### src/rtl/axi_pkg.sv
// Shared AXI4 read-channel constants and refill-bridge state encodings.
package axi_pkg;

  localparam logic [1:0] BURST_INCR = 2'b01;
  localparam logic [2:0] SIZE_4B    = 3'b010;
  localparam logic [1:0] RESP_OKAY  = 2'b00;
  localparam logic [3:0] CACHE_NONE = 4'b0000;
  localparam logic [2:0] PROT_INSN  = 3'b100;

  localparam int         LINE_BEATS = 4;
  localparam logic [7:0] LEN_LINE   = 8'd3;

  typedef enum logic [1:0] {
    IDLE = 2'd0,
    AR   = 2'd1,
    R    = 2'd2,
    DONE = 2'd3
  } state_t;

endpackage

### src/rtl/icache_axi_rd_bridge.sv
// I-cache refill responder: one 4-beat AXI4 INCR read per miss, assembled
// into a 128-bit line and handed back with a single-cycle ret_valid pulse.
module icache_axi_rd_bridge
  import axi_pkg::*;
#(
  parameter int              ID_W = 4,
  parameter logic [ID_W-1:0] ARID = '0
) (
  input  logic            clk,
  input  logic            rst,
  input  logic            rd_req,
  input  logic [31:0]     rd_addr,
  output logic            ret_valid,
  output logic [127:0]    ret_data,
  output logic [ID_W-1:0] arid,
  output logic [31:0]     araddr,
  output logic [7:0]      arlen,
  output logic [2:0]      arsize,
  output logic [1:0]      arburst,
  output logic [3:0]      arcache,
  output logic [2:0]      arprot,
  output logic            arvalid,
  input  logic            arready,
  input  logic [ID_W-1:0] rid,
  input  logic [31:0]     rdata,
  input  logic [1:0]      rresp,
  input  logic            rlast,
  input  logic            rvalid,
  output logic            rready,
  output logic            err
);

  localparam logic [1:0] LAST_BEAT = 2'(LINE_BEATS - 1);

  state_t     state, state_n;
  logic [1:0] cnt;
  logic       beat;
  logic       beat_err;

  // Line offset bits are irrelevant: bursts are always line-aligned.
  logic unused_offset;
  assign unused_offset = ^rd_addr[3:0];

  assign arid    = ARID;
  assign arlen   = LEN_LINE;
  assign arsize  = SIZE_4B;
  assign arburst = BURST_INCR;
  assign arcache = CACHE_NONE;
  assign arprot  = PROT_INSN;

  assign arvalid   = (state == AR);
  assign rready    = (state == R);
  assign ret_valid = (state == DONE);

  assign beat     = rready && rvalid;
  assign beat_err = (rresp != RESP_OKAY) || (rid != ARID) || (rlast != (cnt == LAST_BEAT));

  always_comb begin
    state_n = state;
    case (state)
      IDLE:    if (rd_req) state_n = AR;
      AR:      if (arready) state_n = R;
      R:       if (beat && cnt == LAST_BEAT) state_n = DONE;
      DONE:    state_n = IDLE;
      default: state_n = IDLE;
    endcase
  end

  always_ff @(posedge clk) begin
    if (rst) begin
      state    <= IDLE;
      cnt      <= 2'd0;
      araddr   <= 32'd0;
      ret_data <= 128'd0;
      err      <= 1'b0;
    end else begin
      state <= state_n;
      if (state == IDLE && rd_req) begin
        araddr <= {rd_addr[31:4], 4'b0000};
        cnt    <= 2'd0;
      end
      // Completion is counted on accepted beats only; rlast is merely checked.
      if (beat) begin
        ret_data[{cnt, 5'd0} +: 32] <= rdata;
        cnt                         <= cnt + 2'd1;
        if (beat_err) err <= 1'b1;
      end
    end
  end

endmodule
### config.mk
export PLATFORM = sky130hd
export DESIGN_NAME = icache_axi_rd_bridge
export DESIGN_NICKNAME = d
export VERILOG_FILES = /design/src/rtl/axi_pkg.sv /design/src/rtl/icache_axi_rd_bridge.sv
export SDC_FILE = /design/constraint.sdc
export NUM_CORES = 1
export LEC_CHECK = 0
export ABC_AREA = 1
export CORE_MARGIN = 5
export CORE_UTILIZATION = 35
export DETAILED_ROUTE_END_ITERATION = 8
export PLACE_DENSITY = 0.63
export SYNTH_ARGS = -nofsm -noshare
export SYNTH_HDL_FRONTEND = slang
export SYNTH_SLANG_ARGS = --single-unit
### constraint.sdc
create_clock -name clk -period 2.23 [get_ports clk]
set_input_delay 0.223 -clock clk [delete_from_list [all_inputs] [get_ports clk]]
set_output_delay 0.223 -clock clk [all_outputs]
set_load 0.01 [all_outputs]
After elaboration in Yosys (flattened, before gate mapping)
Index checks and enable logic that the tools add are counted.
{ "word_totals": {"register_bits": 161, "latch_bits": 0, "ram_bits": 0, "mem_bits_ro": 0, "input_bits": 76, "output_inout_bits": 188, "n_memories": 0} }
{ "op_classes": {"addsub": 2, "multipliers": 0, "div_mod_pow": 0, "n_lt_le_gt_ge": 0, "n_eq_ne": 8, "n_shift": 2, "muxes": 7, "bitwise": 0, "n_reduce_logical": 11} }
{ "ops": {"columns": ["operator", "count"], "rows": [
  ["$bwmux 128", 1],
  ["$shift 32x9->128 const A", 1],
  ["$shiftx 32x9->128", 1],
  ["$mux 2", 5],
  ["$neg 7->9", 1],
  ["$pmux 2 s4", 1],
  ["$eq 2x2->1 const B", 3],
  ["$ne 2x1->1 const B", 2],
  ["$reduce_bool 2->1", 2],
  ["$reduce_bool 4->1", 1],
  ["$logic_and 1x1->1", 3],
  ["$reduce_and 3->1", 1],
  ["$add 2x1->2 const B", 1],
  ["$eq 2x1->1 const B", 1],
  ["$logic_not 2->1", 1],
  ["$logic_or 1x1->1", 2],
  ["$ne 2x2->1 const B", 1],
  ["$reduce_and 2->1", 1],
  ["$ne 1x1->1", 1]
]} }

Logic depth before layout (Yosys ltp)
Gate-level depths: netlist (run 1).
{ "depth": {"depth_word": 5, "depth_mapped": 9} }

Least setup slack after synthesis (run 1)
OpenSTA, ideal clock, no wires.
{ "synth_timing": {"path_kind": "flip-flop to flip-flop", "from": "register cnt[0]", "to": "register ret_data[90]", "t_arrival_ps": 1602, "slack_ps": 558, "path_stages_with_launch": 9, "synth_period_minus_slack_ps": 1672, "cell_sequence": "dfxtp_1 buf_2 inv_2 ha_1 nand2_1 nor2_2 buf_4 nand3_1 a21oi_1"} }
{ "synth_via": {"elab_chain_len": 3} }
{ "synth_lines": {"columns": ["element", "line_no", "rtl"], "rows": [
  ["start: declaration", "icache_axi_rd_bridge.sv:36", "logic [1:0] cnt;"],
  ["start signal: assignment", "icache_axi_rd_bridge.sv:85", "cnt <= cnt + 2'd1;"],
  ["$neg 7->9 *", "icache_axi_rd_bridge.sv:84", "ret_data[{cnt, 5'd0} +: 32] <= rdata;"],
  ["$shiftx 32x9->128 / $shift 32x9->128 (equally long branches)", "icache_axi_rd_bridge.sv:84", null],
  ["$bwmux 128 *", "icache_axi_rd_bridge.sv:84", null],
  ["end signal: indexed assignment", "icache_axi_rd_bridge.sv:84", null],
  ["end: declaration", "icache_axi_rd_bridge.sv:14", "output logic [127:0] ret_data,"]
]} }
Mark *: on every way between the ends. The rest lies on a longest branch, timed or not.
A chain may end at the register's enable or synchronous reset.

Final worst setup path (run 1)
{ "layout_timing": {"from": "register state[0]", "to": "output rready"} }
{ "layout_via": {"elab_chain_len": 1} }
{ "layout_lines": {"columns": ["element", "line_no", "rtl"], "rows": [
  ["start: declaration", "icache_axi_rd_bridge.sv:35", "state_t state, state_n;"],
  ["start signal: assignment", "icache_axi_rd_bridge.sv:77", "state <= state_n;"],
  ["$eq 2x2->1", "icache_axi_rd_bridge.sv:52", "assign rready = (state == R);"],
  ["end: declaration", "icache_axi_rd_bridge.sv:29", "output logic rready,"]
]} }
Every way passes these cells.

==> impl_metrics.yaml, run 1 <==
outcome:
  status: "complete, no violations"
floorplanning:
  io_pins: 264
  coreArea_sq_mm: 0.01802
  start_util_pct: 35.58
  num_rows: 49
  die_h_um: 145.4
  dieArea_sq_mm: 0.02113
  die_w_um: 145.4
global_route:
  grt_overflow_total: 0
  first_global_vias: 5956
  grt_pass1_wl_um: 33300
  antenna_found_initial: 0
  grt_max_degree: 65
  track_usage_pct: 19.57
final_layout:
  regArea_sq_mm: 0.003223
  multiInputGateArea_sq_mm: 0.002610
  finalNonFillerCells: 1298
  nFillCells: 1758
  final_layout_size_suffix_gt1_share_pct: 5.893
  final_cell_mix: "clkdlybuf4s50_1, nand2_1, dfxtp_1, a21oi_1, nor2_1"
  antennaDiodeCount: 0
  area_growth_pct: 46.42
  final_common_cell: "clkdlybuf4s50_1"
  final_util_pct: 52.09
  nNetsFinal: 1141
placed_design:
  place_ws_ns: 0.3128
  gp_congestion: 0.8369
  io_buffers: 231
  dp.cells: 1266
  dp_hpwl_um: 15320
sta:
  final.setup_skew_ns: 0.01528
  fin_ws_ns: 0.2693
  drv_slew: 0
  final_hold_viol_count: 0
  setup_viol: 0
  fmax_ghz: 0.5100
  fin_crit_sh_pct: 87.93
  tns_ns: 0
  fin_crit_ns: 1.961
  rsz0062_at_grt: "no"
logic_synthesis:
  synth_seq_area_share_pct: 50.26
  yosys.area.top_type_share_pct: 50.26
  yosys.area.top_type: "dfxtp_1"
  syn-instance-count: 843
  ys_warn_count: 0
  ys_seq_elements: 161
  syn_area_sq_mm: 0.006412
  postSynthAreaPerCell_sq_um: 7.607
  synthDistinctLibCells: 26
  synth_area_leaders: "dfxtp_1, nand2_1, a21oi_1, nor2_1, o21ai_0"
routing:
  wl_um: 21420
  vias: 6122
  first_pass_iters: 5
  wl_per_cell_um: 16.50
  detail-route-antenna-nets: 0
  drc: 0
  vias_per_cell: 4.716
  first_iter_violations: 245
setup_path:
  setup.worst_path.start_class: "flop"
  path_buf_inv: 2
  cp_slowest_stage_delay_ns: 0.59
  crit_path_end_kind: "output port"
  critPathSlowestCell: "clkdlybuf4s50_1"
  crit_fanout: 5
  cp.required_ns: 2.01
  cp.depth: 3
  cp.arrival_ns: 1.74
  rr_worst_depth: 8
  path_class: "flop to output port"
  cp_top_family: "buffers and inverters"
  crit_chain: "inv_1, ha_1, clkdlybuf4s50_1"
clocking:
  cts_tree: "yes"
  htreeDepth: 4
  cts.path.max_buffers: 2
  clock_latency_ns: 0.43
  cts_setup_buffers: 0
  cts_sinks: 161
  cts-resized-gates: 0
  root_buffer: "clkbuf_16"
  path_clk_slew_ns: 0.07
  cts_hold_buffers: 0
  cts_buffers: 17
pwr:
  p_leak_nw: 3.552
  power.density_mw_per_mm2: 823.0
  vdd_drop_max_mv: 0.5462
min_path:
  min_delay_path_depth: 2
  holdCritPathClass: "primary input to flop"
run:
  drv_cap: 0
[path summary, 6_finish.rpt]
kind	startpoint	endpoint	slack, ns
setup / recovery	state[0]$_SDFFE_PP0P_	rready	0.27
hold / removal	rst	ret_data[13]$_SDFFE_PP0P_	0.22
setup reg to reg	state[0]$_SDFFE_PP0P_	ret_data[118]$_SDFFE_PP0P_	0.32
hold reg to reg	err$_SDFFE_PP0P_	err$_SDFFE_PP0P_	0.46
[worst reg2reg max path, stage by stage (launching register included)]
cell	delay, ns
dfxtp_1	0.39
inv_1	0.08
ha_1	0.28
nand2_4	0.17
clkinv_2	0.14
nand2_4	0.18
buf_4	0.33
nand2_1	0.11
a21oi_1	0.16
[stage by stage]
stage,hold slack [ns],cell area (sq um),total power [mW]
after floorplan,0.3658,6510,4.081
after global placement,0.4421,8800,4.853
after detailed placement,0.4479,8800,4.866
after CTS,0.2151,9389,7.818
after global routing,0.2154,9389,8.108
final,0.2154,9389,7.727
[power breakdown]
group | leakage, nW | switching (mW) | internal (mW)
logic | 1.97 | 0.836 | 0.734
registers | 1.30 | 0.119 | 3.10
clock network | 0.281 | 1.35 | 1.60
[sequential cells by signal (all words and copies together) (netlist names)]
signal	count
ret_data	128
araddr	28
cnt	2
state	2
err	1
[metal layers]
metal / global-route usage [%] / vias to the layer above / routed length (um)
li1: - / 3062 / -
met5: 0 / - / 0
met1: 23.68 / 2826 / 9076
met2: 32.01 / 213 / 10130
met4: 5.410 / 0 / 324
met3: 8.315 / 21 / 1893
[synth_stat cells]
cell and instances:
buf_6 6, buf_2 15, o21bai_1 1, clkinv_2 1, nor2_2 2, a21oi_1 133, nand2_4 3, nand3b_1 1
nor2_1 91, nand3_1 34, a211oi_1 1, clkbuf_1 23, nand4_1 1, buf_4 33, nor2_4 2, nor2_8 1
o21a_1 1, inv_2 3, conb_1 2, ha_1 9, buf_1 4, inv_1 45, o21ai_1 1, o21ai_0 60
dfxtp_1 161, nand2_1 209
[cell families (layout without fill, tap and decap cells)]
group / after synthesis / count (layout) / share of synthesized area, %
flip-flops: 161 / 161 / 50.26
other: 2 / 28 / 0.1171
buffers and inverters: 130 / 330 / 10.56
AO/OA/AOI/OAI: 197 / 197 / 15.49
adder cells (fa/ha/maj): 9 / 9 / 1.756
AND/OR/NAND/NOR: 344 / 344 / 21.81
[layout make-up]
class / count / area share [%]
clock inverter: 15 / 1.746
clock buffer: 17 / 4.531
tap: 229 / 3.052
sequential: 161 / 34.33
inverter: 49 / 1.972
timing repair buffer: 249 / 26.57
multi-input combinational: 578 / 27.80
(Power assumes the default switching activity.)
==> inputs of run 2 (changes only) <==
--- a/config.mk
+++ b/config.mk
@@ -6,6 +6,7 @@
 export NUM_CORES = 1
 export LEC_CHECK = 0
 export ABC_AREA = 1
+export CAP_MARGIN = 0
 export CORE_MARGIN = 5
 export CORE_UTILIZATION = 35
 export DETAILED_ROUTE_END_ITERATION = 8
==> results of run 2 <==
The final DEF is identical to that of run 1; final timing and power are the same.
==> inputs of run 3 (changes only) <==
==> constraint.sdc (replaced) <==
create_clock -name clk -period 2.23 [get_ports clk]
set_input_delay 0.223 -clock clk [delete_from_list [all_inputs] [get_ports clk]]
set_output_delay 0.223 -clock clk [all_outputs]
set_load 0.1 [all_outputs]
==> impl_metrics.yaml, run 3 (synthesis gave the netlist of run 1 again) <==
clocking:
  cts_tree: "yes"
  cts.path.max_buffers: 2
  clock_latency_ns: 0.43
  path_clk_slew_ns: 0.07
  htreeDepth: 4
  cts_setup_buffers: 0
  root_buffer: "clkbuf_16"
  cts_buffers: 17
  cts-resized-gates: 0
  cts_hold_buffers: 0
  cts_sinks: 161
global_route:
  track_usage_pct: 19.34
  first_global_vias: 5782
  grt_pass1_wl_um: 32960
  grt_max_degree: 101
  antenna_found_initial: 0
  grt_overflow_total: 0
final_layout:
  nNetsFinal: 1139
  area_growth_pct: 39.43
  final_layout_size_suffix_gt1_share_pct: 20.71
  antennaDiodeCount: 0
  final_util_pct: 49.60
  finalNonFillerCells: 1296
  largest_registers: "ret_data: 128 flops, araddr: 28 flops"
  final_common_cell: "nand2_1"
  fin_area_sq_mm: 0.008941
  largest_reg_flops: 128
  top_register: "ret_data"
  final_cell_mix: "nand2_1, buf_4, dfxtp_1, a21oi_1, nor2_1"
setup_path:
  cp_slowest_stage_delay_ns: 0.39
  crit_path_end_kind: "flop"
  path_buf_inv: 3
  crit_chain: "inv_1, ha_1, nand2_4, clkinv_2, nand2_4, buf_4, nand2_1, a21oi_1"
  cpMostUsedCell: "nand2_4"
  crit_fanout: 25
  cp.arrival_ns: 2.23
  cp.required_ns: 2.57
  cp_top_family: "buffers and inverters"
  setup.worst_path.start_class: "flop"
  critPathSlowestCell: "dfxtp_1"
  path_class: "flop to flop"
placed_design:
  gp_congestion: 0.7925
  io_buffers: 231
  dp.cells: 1264
  post_dp_cell_area_sq_mm: 0.008372
  dp_hpwl_um: 15020
sta:
  worst_pin_slew_ns: 0.5638
  drv_slew: 0
  final_hold_viol_count: 0
  slew_headroom_pct: 62.41
  fin_crit_ns: 1.885
  setup_viol: 0
  fmax_ghz: 0.5304
  rsz0062_at_grt: "no"
  tns_ns: 0
  fin_crit_sh_pct: 84.55
  final.setup_skew_ns: 0.01485
floorplanning:
  dieArea_sq_mm: 0.02113
  start_util_pct: 35.58
  die_w_um: 145.4
  die_h_um: 145.4
  num_rows: 49
  coreArea_sq_mm: 0.01802
  io_pins: 264
routing:
  wl_um: 21130
  vias_per_cell: 4.698
  first_pass_iters: 4
  drc: 0
  wl_per_cell_um: 16.30
  vias: 6089
  first_iter_violations: 239
  detail-route-antenna-nets: 0
outcome:
  status: "complete, no violations"
pwr:
  p_leak_nw: 3.863
  vdd_drop_max_mv: 0.7932
  finalPower_mw: 9.200
  power.density_mw_per_mm2: 1029
min_path:
  holdCritPathClass: "primary input to flop"
run:
  drv_cap: 0
==> run 3: area by class of cell <==
class                           instances  area (sq um)
Clock inverter                         14         130.1
Sequential cell                       161          3223
Timing Repair Buffer                  247          2067
Fill cell                            1829          9084
Multi-Input combinational cell        578          2610
Tap cell                              229         286.5
Inverter                               49         185.2
Clock buffer                           18         439.2
==> run 3: final timing paths <==
kind | startpoint | end | slack [ns] | cells past startpoint
max | state[0]$_SDFFE_PP0P_ | ret_data[107]$_SDFFE_PP0P_ | 0.34 | 8
max reg2reg | state[0]$_SDFFE_PP0P_ | ret_data[107]$_SDFFE_PP0P_ | 0.34 | 8
min reg2reg | err$_SDFFE_PP0P_ | err$_SDFFE_PP0P_ | 0.45 | 2
min | rst | ret_data[2]$_SDFFE_PP0P_ | 0.31 | 3
==> run 3: through the flow <==
step / setup WS [ns] / hold WS (ns)
floorplan: 0.06649 / 0.3658
global placement: 0.3572 / 0.4430
detailed placement: 0.3376 / 0.4410
CTS: 0.3177 / 0.3493
global route: 0.1062 / 0.3271
finish: 0.3446 / 0.3061
==> run 3: metal layers <==
layer  wire length, um  GRT usage, %
met3              1840         7.537
met4               138         4.664
met2             10100         31.71
met5                 0             0
met1              9050         24.04
==> run 3: power breakdown <==
part,internal [mW],leakage [nW],total [mW],switching [mW]
logic,0.642,2.27,3.15,2.50
clock network,1.59,0.288,2.83,1.24
registers,3.10,1.30,3.22,0.125
total,5.33,3.86,9.20,3.87
==> run 3: worst register-to-register path: stages (launching register included) <==
cell      delay (ns)
dfxtp_1         0.39
inv_1           0.08
ha_1            0.29
nand2_4         0.17
clkinv_2        0.14
nand2_4         0.18
buf_4           0.33
nand2_1         0.10
a21oi_1         0.14
